### config.mk
export PLATFORM = sky130hd
export DESIGN_NAME = price_frame_decoder_flat
export DESIGN_NICKNAME = d
export VERILOG_FILES = /design/src/rtl/price_frame_if.sv /design/src/rtl/price_frame_decoder.sv /design/src/flat_wrapper.sv
export SDC_FILE = /design/constraint.sdc
export NUM_CORES = 1
export LEC_CHECK = 0
export ABC_AREA = 1
export ABC_CLOCK_PERIOD_IN_PS = 2100
export BUFFER_PORTS_ARGS = -buffer_cell sky130_fd_sc_hd__buf_2
export CAP_MARGIN = 20
export CORE_ASPECT_RATIO = 0.75
export CORE_MARGIN = 1
export CORE_UTILIZATION = 25
export CTS_CLUSTER_DIAMETER = 60
export DETAILED_ROUTE_END_ITERATION = 8
export PLACE_DENSITY_LB_ADDON = 0.1
export SYNTH_ARGS = -nofsm -noshare
export SYNTH_HDL_FRONTEND = slang
export SYNTH_SLANG_ARGS = --single-unit
### constraint.sdc
create_clock -name clk -period 2.1 [get_ports clk]
set_input_delay 0.21 -clock clk [delete_from_list [all_inputs] [get_ports clk]]
set_output_delay 0.21 -clock clk [all_outputs]
set_load 0.02 [all_outputs]
### src/rtl/price_frame_if.sv
// Byte-in / price-out bundle between the UART receiver, the frame decoder and strategy.
// Latency: none (wires only).
// Backpressure: none; rx_valid is a one-cycle strobe and the sink must always accept.
interface price_frame_if #(
    parameter int ERR_CNT_W = 8
) ();
    logic [7:0]           rx_data;
    logic                 rx_valid;
    logic [15:0]          price_A;
    logic [15:0]          price_B;
    logic                 packet_valid;
    logic                 frame_err;
    logic [ERR_CNT_W-1:0] err_count;

    // Byte source side: drives received bytes, observes decoded prices and errors.
    modport master (
        output rx_data, rx_valid,
        input  price_A, price_B, packet_valid, frame_err, err_count
    );

    // Decoder side.
    modport slave (
        input  rx_data, rx_valid,
        output price_A, price_B, packet_valid, frame_err, err_count
    );
endinterface

### src/rtl/price_frame_decoder.sv
// Assembles HEADER,A_hi,A_lo,B_hi,B_lo,[CHK],FOOTER frames into price_A/price_B; rejects, flags and counts bad frames.
// Latency: 1 clk from the footer byte to packet_valid, and from the offending byte/timeout to frame_err.
// Backpressure: none; every rx_valid byte is consumed. Optional checksum byte enabled by CHECKSUM_EN.
module price_frame_decoder #(
    parameter logic [7:0] HEADER      = 8'hAA,
    parameter logic [7:0] FOOTER      = 8'h55,
    parameter int         GAP_TIMEOUT = 50000,
    parameter int         ERR_CNT_W   = 8
) (
    input  logic         clk,
    input  logic         rst,
    price_frame_if.slave bus
);
    localparam int             GAP_W    = $clog2(GAP_TIMEOUT);
    localparam logic [GAP_W-1:0] GAP_LAST = GAP_W'(GAP_TIMEOUT - 1);

    typedef enum logic [2:0] {
        S_IDLE,
        S_A_HI,
        S_A_LO,
        S_B_HI,
        S_B_LO,
`ifdef CHECKSUM_EN
        S_CHK,
`endif
        S_FTR
    } state_t;

    state_t               r_state;
    state_t               w_next;
    logic [7:0]           r_a_hi, r_a_lo, r_b_hi, r_b_lo;
    logic [GAP_W-1:0]     r_gap;
    logic [15:0]          r_price_a, r_price_b;
    logic                 r_pkt_vld, r_frame_err;
    logic [ERR_CNT_W-1:0] r_err_cnt;
    logic                 w_accept, w_error, w_timeout;
`ifdef CHECKSUM_EN
    logic [7:0]           w_chk;

    assign w_chk = r_a_hi ^ r_a_lo ^ r_b_hi ^ r_b_lo;
`endif

    // A byte arriving in the timeout cycle beats the timeout.
    assign w_timeout = (r_state != S_IDLE) && !bus.rx_valid && (r_gap == GAP_LAST);

    // Frame state register; reset mid-frame simply drops back to IDLE.
    always_ff @(posedge clk) begin
        if (!rst) r_state <= S_IDLE;
        else      r_state <= w_next;
    end

    // Next-state and accept/reject decisions; advances only on rx_valid.
    always_comb begin
        w_next   = r_state;
        w_accept = 1'b0;
        w_error  = 1'b0;
        if (w_timeout) begin
            w_error = 1'b1;
            w_next  = S_IDLE;
        end else if (bus.rx_valid) begin
            case (r_state)
                S_IDLE: if (bus.rx_data == HEADER) w_next = S_A_HI;
                S_A_HI: w_next = S_A_LO;
                S_A_LO: w_next = S_B_HI;
                S_B_HI: w_next = S_B_LO;
`ifdef CHECKSUM_EN
                S_B_LO: w_next = S_CHK;
                S_CHK: begin
                    if (bus.rx_data == w_chk) begin
                        w_next = S_FTR;
                    end else begin
                        w_error = 1'b1;
                        w_next  = S_IDLE;
                    end
                end
`else
                S_B_LO: w_next = S_FTR;
`endif
                S_FTR: begin
                    w_next = S_IDLE;
                    if (bus.rx_data == FOOTER) w_accept = 1'b1;
                    else                       w_error  = 1'b1;
                end
                default: w_next = S_IDLE;
            endcase
        end
    end

    // Shadow payload, gap timer, output prices, strobes and saturating error count.
    always_ff @(posedge clk) begin
        if (!rst) begin
            r_a_hi      <= '0;
            r_a_lo      <= '0;
            r_b_hi      <= '0;
            r_b_lo      <= '0;
            r_gap       <= '0;
            r_price_a   <= '0;
            r_price_b   <= '0;
            r_pkt_vld   <= 1'b0;
            r_frame_err <= 1'b0;
            r_err_cnt   <= '0;
        end else begin
            if (bus.rx_valid) begin
                case (r_state)
                    S_A_HI:  r_a_hi <= bus.rx_data;
                    S_A_LO:  r_a_lo <= bus.rx_data;
                    S_B_HI:  r_b_hi <= bus.rx_data;
                    S_B_LO:  r_b_lo <= bus.rx_data;
                    default: ;
                endcase
            end
            if (bus.rx_valid || r_state == S_IDLE || w_timeout) r_gap <= '0;
            else                                                r_gap <= r_gap + 1'b1;
            r_pkt_vld   <= w_accept;
            r_frame_err <= w_error;
            if (w_accept) begin
                r_price_a <= {r_a_hi, r_a_lo};
                r_price_b <= {r_b_hi, r_b_lo};
            end
            if (w_error && (r_err_cnt != {ERR_CNT_W{1'b1}})) r_err_cnt <= r_err_cnt + 1'b1;
        end
    end

    assign bus.price_A      = r_price_a;
    assign bus.price_B      = r_price_b;
    assign bus.packet_valid = r_pkt_vld;
    assign bus.frame_err    = r_frame_err;
    assign bus.err_count    = r_err_cnt;
endmodule
### src/flat_wrapper.sv
// flat-port wrapper written by rule: the top's interface ports become plain ports
module price_frame_decoder_flat 
#(
    parameter logic [7:0] HEADER      = 8'hAA,
    parameter logic [7:0] FOOTER      = 8'h55,
    parameter int         GAP_TIMEOUT = 50000,
    parameter int         ERR_CNT_W   = 8
)
  (clk, rst, bus_rx_data, bus_rx_valid, bus_price_A, bus_price_B, bus_packet_valid, bus_frame_err, bus_err_count);
  price_frame_if #(.ERR_CNT_W(ERR_CNT_W)) bus_i ();
  input  logic clk;
  input  logic rst;
  input wire logic [$bits(bus_i.rx_data)-1:0] bus_rx_data;
  input wire logic [$bits(bus_i.rx_valid)-1:0] bus_rx_valid;
  output wire logic [$bits(bus_i.price_A)-1:0] bus_price_A;
  output wire logic [$bits(bus_i.price_B)-1:0] bus_price_B;
  output wire logic [$bits(bus_i.packet_valid)-1:0] bus_packet_valid;
  output wire logic [$bits(bus_i.frame_err)-1:0] bus_frame_err;
  output wire logic [$bits(bus_i.err_count)-1:0] bus_err_count;
  assign bus_i.rx_data = bus_rx_data;
  assign bus_i.rx_valid = bus_rx_valid;
  assign bus_price_A = bus_i.price_A;
  assign bus_price_B = bus_i.price_B;
  assign bus_packet_valid = bus_i.packet_valid;
  assign bus_frame_err = bus_i.frame_err;
  assign bus_err_count = bus_i.err_count;
  price_frame_decoder #(.HEADER(HEADER), .FOOTER(FOOTER), .GAP_TIMEOUT(GAP_TIMEOUT), .ERR_CNT_W(ERR_CNT_W)) u_core (.clk(clk), .rst(rst), .bus(bus_i));
endmodule
==> results.txt <==
CTS buffer count - 9
H-Tree Depth - 3
Power per Cell Area - 773 nW/um2
WP data arrival - 1.89 ns
post-layout worst setup margin - 0.484 ns
Pre-antenna DRT Iters - 4
asr flop ratio synth - 0%
Setup WS pre-CTS - 0.377 ns
Synth top area share - 50.2%
Worst-Skew Late Latency - 0.34 ns
Netlist cell types - 29
Max rail drop VDD - 431 uV
Clock Sinks - 93
share of layout cells above drive strength 1 - 16.7%
count leader, synth - dfxtp_1
top cells by area, synth - dfxtp_1 (50%), o21ai_0 (9.3%), a21oi_1 (9.0%), nor2_1 (6.1%), inv_1 (5.7%)
largest net degree at the start of global routing - 47
Switch Pwr - 749 uW
Final nets - 542
Routed WL - 9.31 mm
Die X - 143 um
CP max stage delay - 0.45 ns
outcome - finished clean
Via Count - 3,180
WL/cell - 12.7 um
Sw Share - 21.8%
Synth Register Bits - 93
CP Data Required Time - 2.37 ns
sequential area share after synthesis - 50.2%
max_slew headroom - 63.2%
Period minus WS final - 1.62 ns
Crit-path slowest cell - dfxtp_1
Clk network pwr share - 46.3%
Hold Fails Final Rpt - 0
GRT overflow - 0
Area Overhead vs Synth - 20.0%
CTS tree - done
syn avg cell area - 7.71 um2
clk buf depth - 2
final design utilization - 30.8%
initial antenna violation count - 0
number of synthesized flops with an enable pin - 0
cells along the critical path - inv_2, nor2_4, nand2_4, nor2_8, buf_12, o21ai_0, a21oi_1
final setup fails - 0
Synth area leader - dfxtp_1
Initial Util - 25.7%
first-pass GRT wire length - 15.5 mm
boundary pin count - 53
initial drt markers - 157
Max Cap Viol - 0
Pint - 2.69 mW
Antenna Nets Post-Route - 0
Filler cells - 1,563
core area - 14,500 um2
Top FF cell, synth - dfxtp_1
Comb pwr share - 2.4%
Warnings, synthesis - 0
Chip Height - 107 um
Leak - 1.85 nW
RSZ-0062 raised after global routing - no
row count - 38
Finished Cell Area - 4450 um2
Slew @ Worst Pin - 0.551 ns
Mapped Nets - 494
WHS - 0.214 ns
Post-CTS Setup Bufs - 0
DRC Markers - 0
Synth Cell Area - 3710 um2
all-layer global routing usage - 13.2%
DR vias/cell - 4.34
input/output buffers - 52
die area - 15,300 um2
Clock transition at path regs - 0.07 ns
placed cell count - 718
DP Area - 4170 um2
worst clock skew - 0.00626 ns
Final Max Slew Viols - 0
Non-Filler Instances - 733
Flop pwr share - 51.3%
top cell family by delay on the critical path - simple AND/OR/NAND/NOR gates
CP Launch Type - flip-flop
Placer Congestion - 0.780
hold crit path type - in2reg
crit-path max FO - 33
Gate Count Post-Synth - 481
setup TNS - 0 ns
Root Driver - clkbuf_16
CP Class - reg2reg
CP bufs+invs - 2
detailed placer's ending HPWL - 6.47 mm
CTS Hold Bufs - 0
Total Power - 3.44 mW
Crit. End Element - flip-flop
Post-CTS Resized - 0
fmax - 619 MHz
final period utilization - 77.0%
vias in the first global route - 3,032
top cells by count, synth - dfxtp_1 (93), o21ai_0 (69), a21oi_1 (67)
Inserted Diodes - 0
==> cell families (layout without fill, tap and decap cells) <==
group	count (synthesis)	count (layout)	share of synthesized area, %
XOR/XNOR	4	4	0.944
AO/OA/AOI/OAI	143	143	19.5
adder cells (fa/ha/maj)	2	2	0.674
AND/OR/NAND/NOR	158	158	19.7
buffers and inverters	81	133	8.94
flip-flops	93	93	50.2
==> path summary, 6_finish.rpt <==
path | slack, ns | cells past startpoint | end | startpoint
worst max-delay path | 0.48 | 7 | u_core.bus.price_B[11]$_SDFFE_PN0P_ | u_core.r_state[2]$_SDFFE_PP0P_
worst min-delay path | 0.21 | 3 | u_core.r_a_hi[2]$_SDFFE_PN0P_ | bus_rx_data[2]
worst max register to register | 0.48 | 7 | u_core.bus.price_B[11]$_SDFFE_PN0P_ | u_core.r_state[2]$_SDFFE_PP0P_
worst min register to register | 0.45 | 1 | u_core.r_gap[0]$_SDFF_PP0_ | u_core.r_gap[0]$_SDFF_PP0_
==> cells in the final DEF, fill, tap and decap left out, drive strengths merged <==
cell    Yosys  final
nand3      19     19
a21oi      68     68
ha          2      2
xor2        4      4
nand2      50     50
clkinv      1      6
nor2       65     65
a31oi       2      2
bufinv      0      1
buf        11     58
dfxtp      93     93
nand4       5      5
a22oi       1      1
nor3       18     18
clkbuf     10      9
inv        59     59
nor3b       1      1
o21ai      72     72
==> layout make-up <==
cell class | count | area (um2) | share of cell area, %
Inverter | 60 | 225 | 5.06
Clock buffer | 9 | 225 | 5.06
Multi-Input combinational cell | 307 | 1520 | 34.1
Sequential cell | 93 | 1860 | 41.8
Clock inverter | 6 | 55.1 | 1.24
Tap cell | 200 | 250 | 5.62
Timing Repair Buffer | 58 | 318 | 7.14
==> routing by layer <==
metal | share of wire, % | global-route usage, % | vias to the layer above
met2 | 42 | 19.0 | 51
met4 | 1.3 | 4.61 | 0
li1 | - | - | 1673
met3 | 5.0 | 4.27 | 8
met1 | 52 | 18.2 | 1448
met5 | 0 | 0 | -
==> power groups by stage <==
stage	Clock [mW]	Combinational, mW	Sequential (mW)
after CTS	1.64	0.0841	1.76
after detailed placement	0	0.0837	1.80
final	1.59	0.0829	1.76
after global routing	1.71	0.0921	1.76
after floorplan	0	0.0418	1.80
after global placement	0	0.0841	1.80
==> state kept, by name, indices dropped and copies added (netlist names) <==
signal and flops:
u_core.bus.price_B 16, u_core.r_gap 16, u_core.bus.frame_err 1, u_core.r_state 3
u_core.bus.price_A 16, u_core.r_b_hi 8, u_core.r_b_lo 8, u_core.r_a_hi 8
u_core.bus.err_count 8, u_core.bus.packet_valid 1, u_core.r_a_lo 8
==> worst register-to-register path: stages (launching register included) <==
cell	delay, ns
dfxtp_1	0.45
inv_2	0.08
nor2_4	0.11
nand2_4	0.14
nor2_8	0.32
buf_12	0.23
o21ai_0	0.09
a21oi_1	0.14
Note: power is estimated with default switching activity, not from simulation.
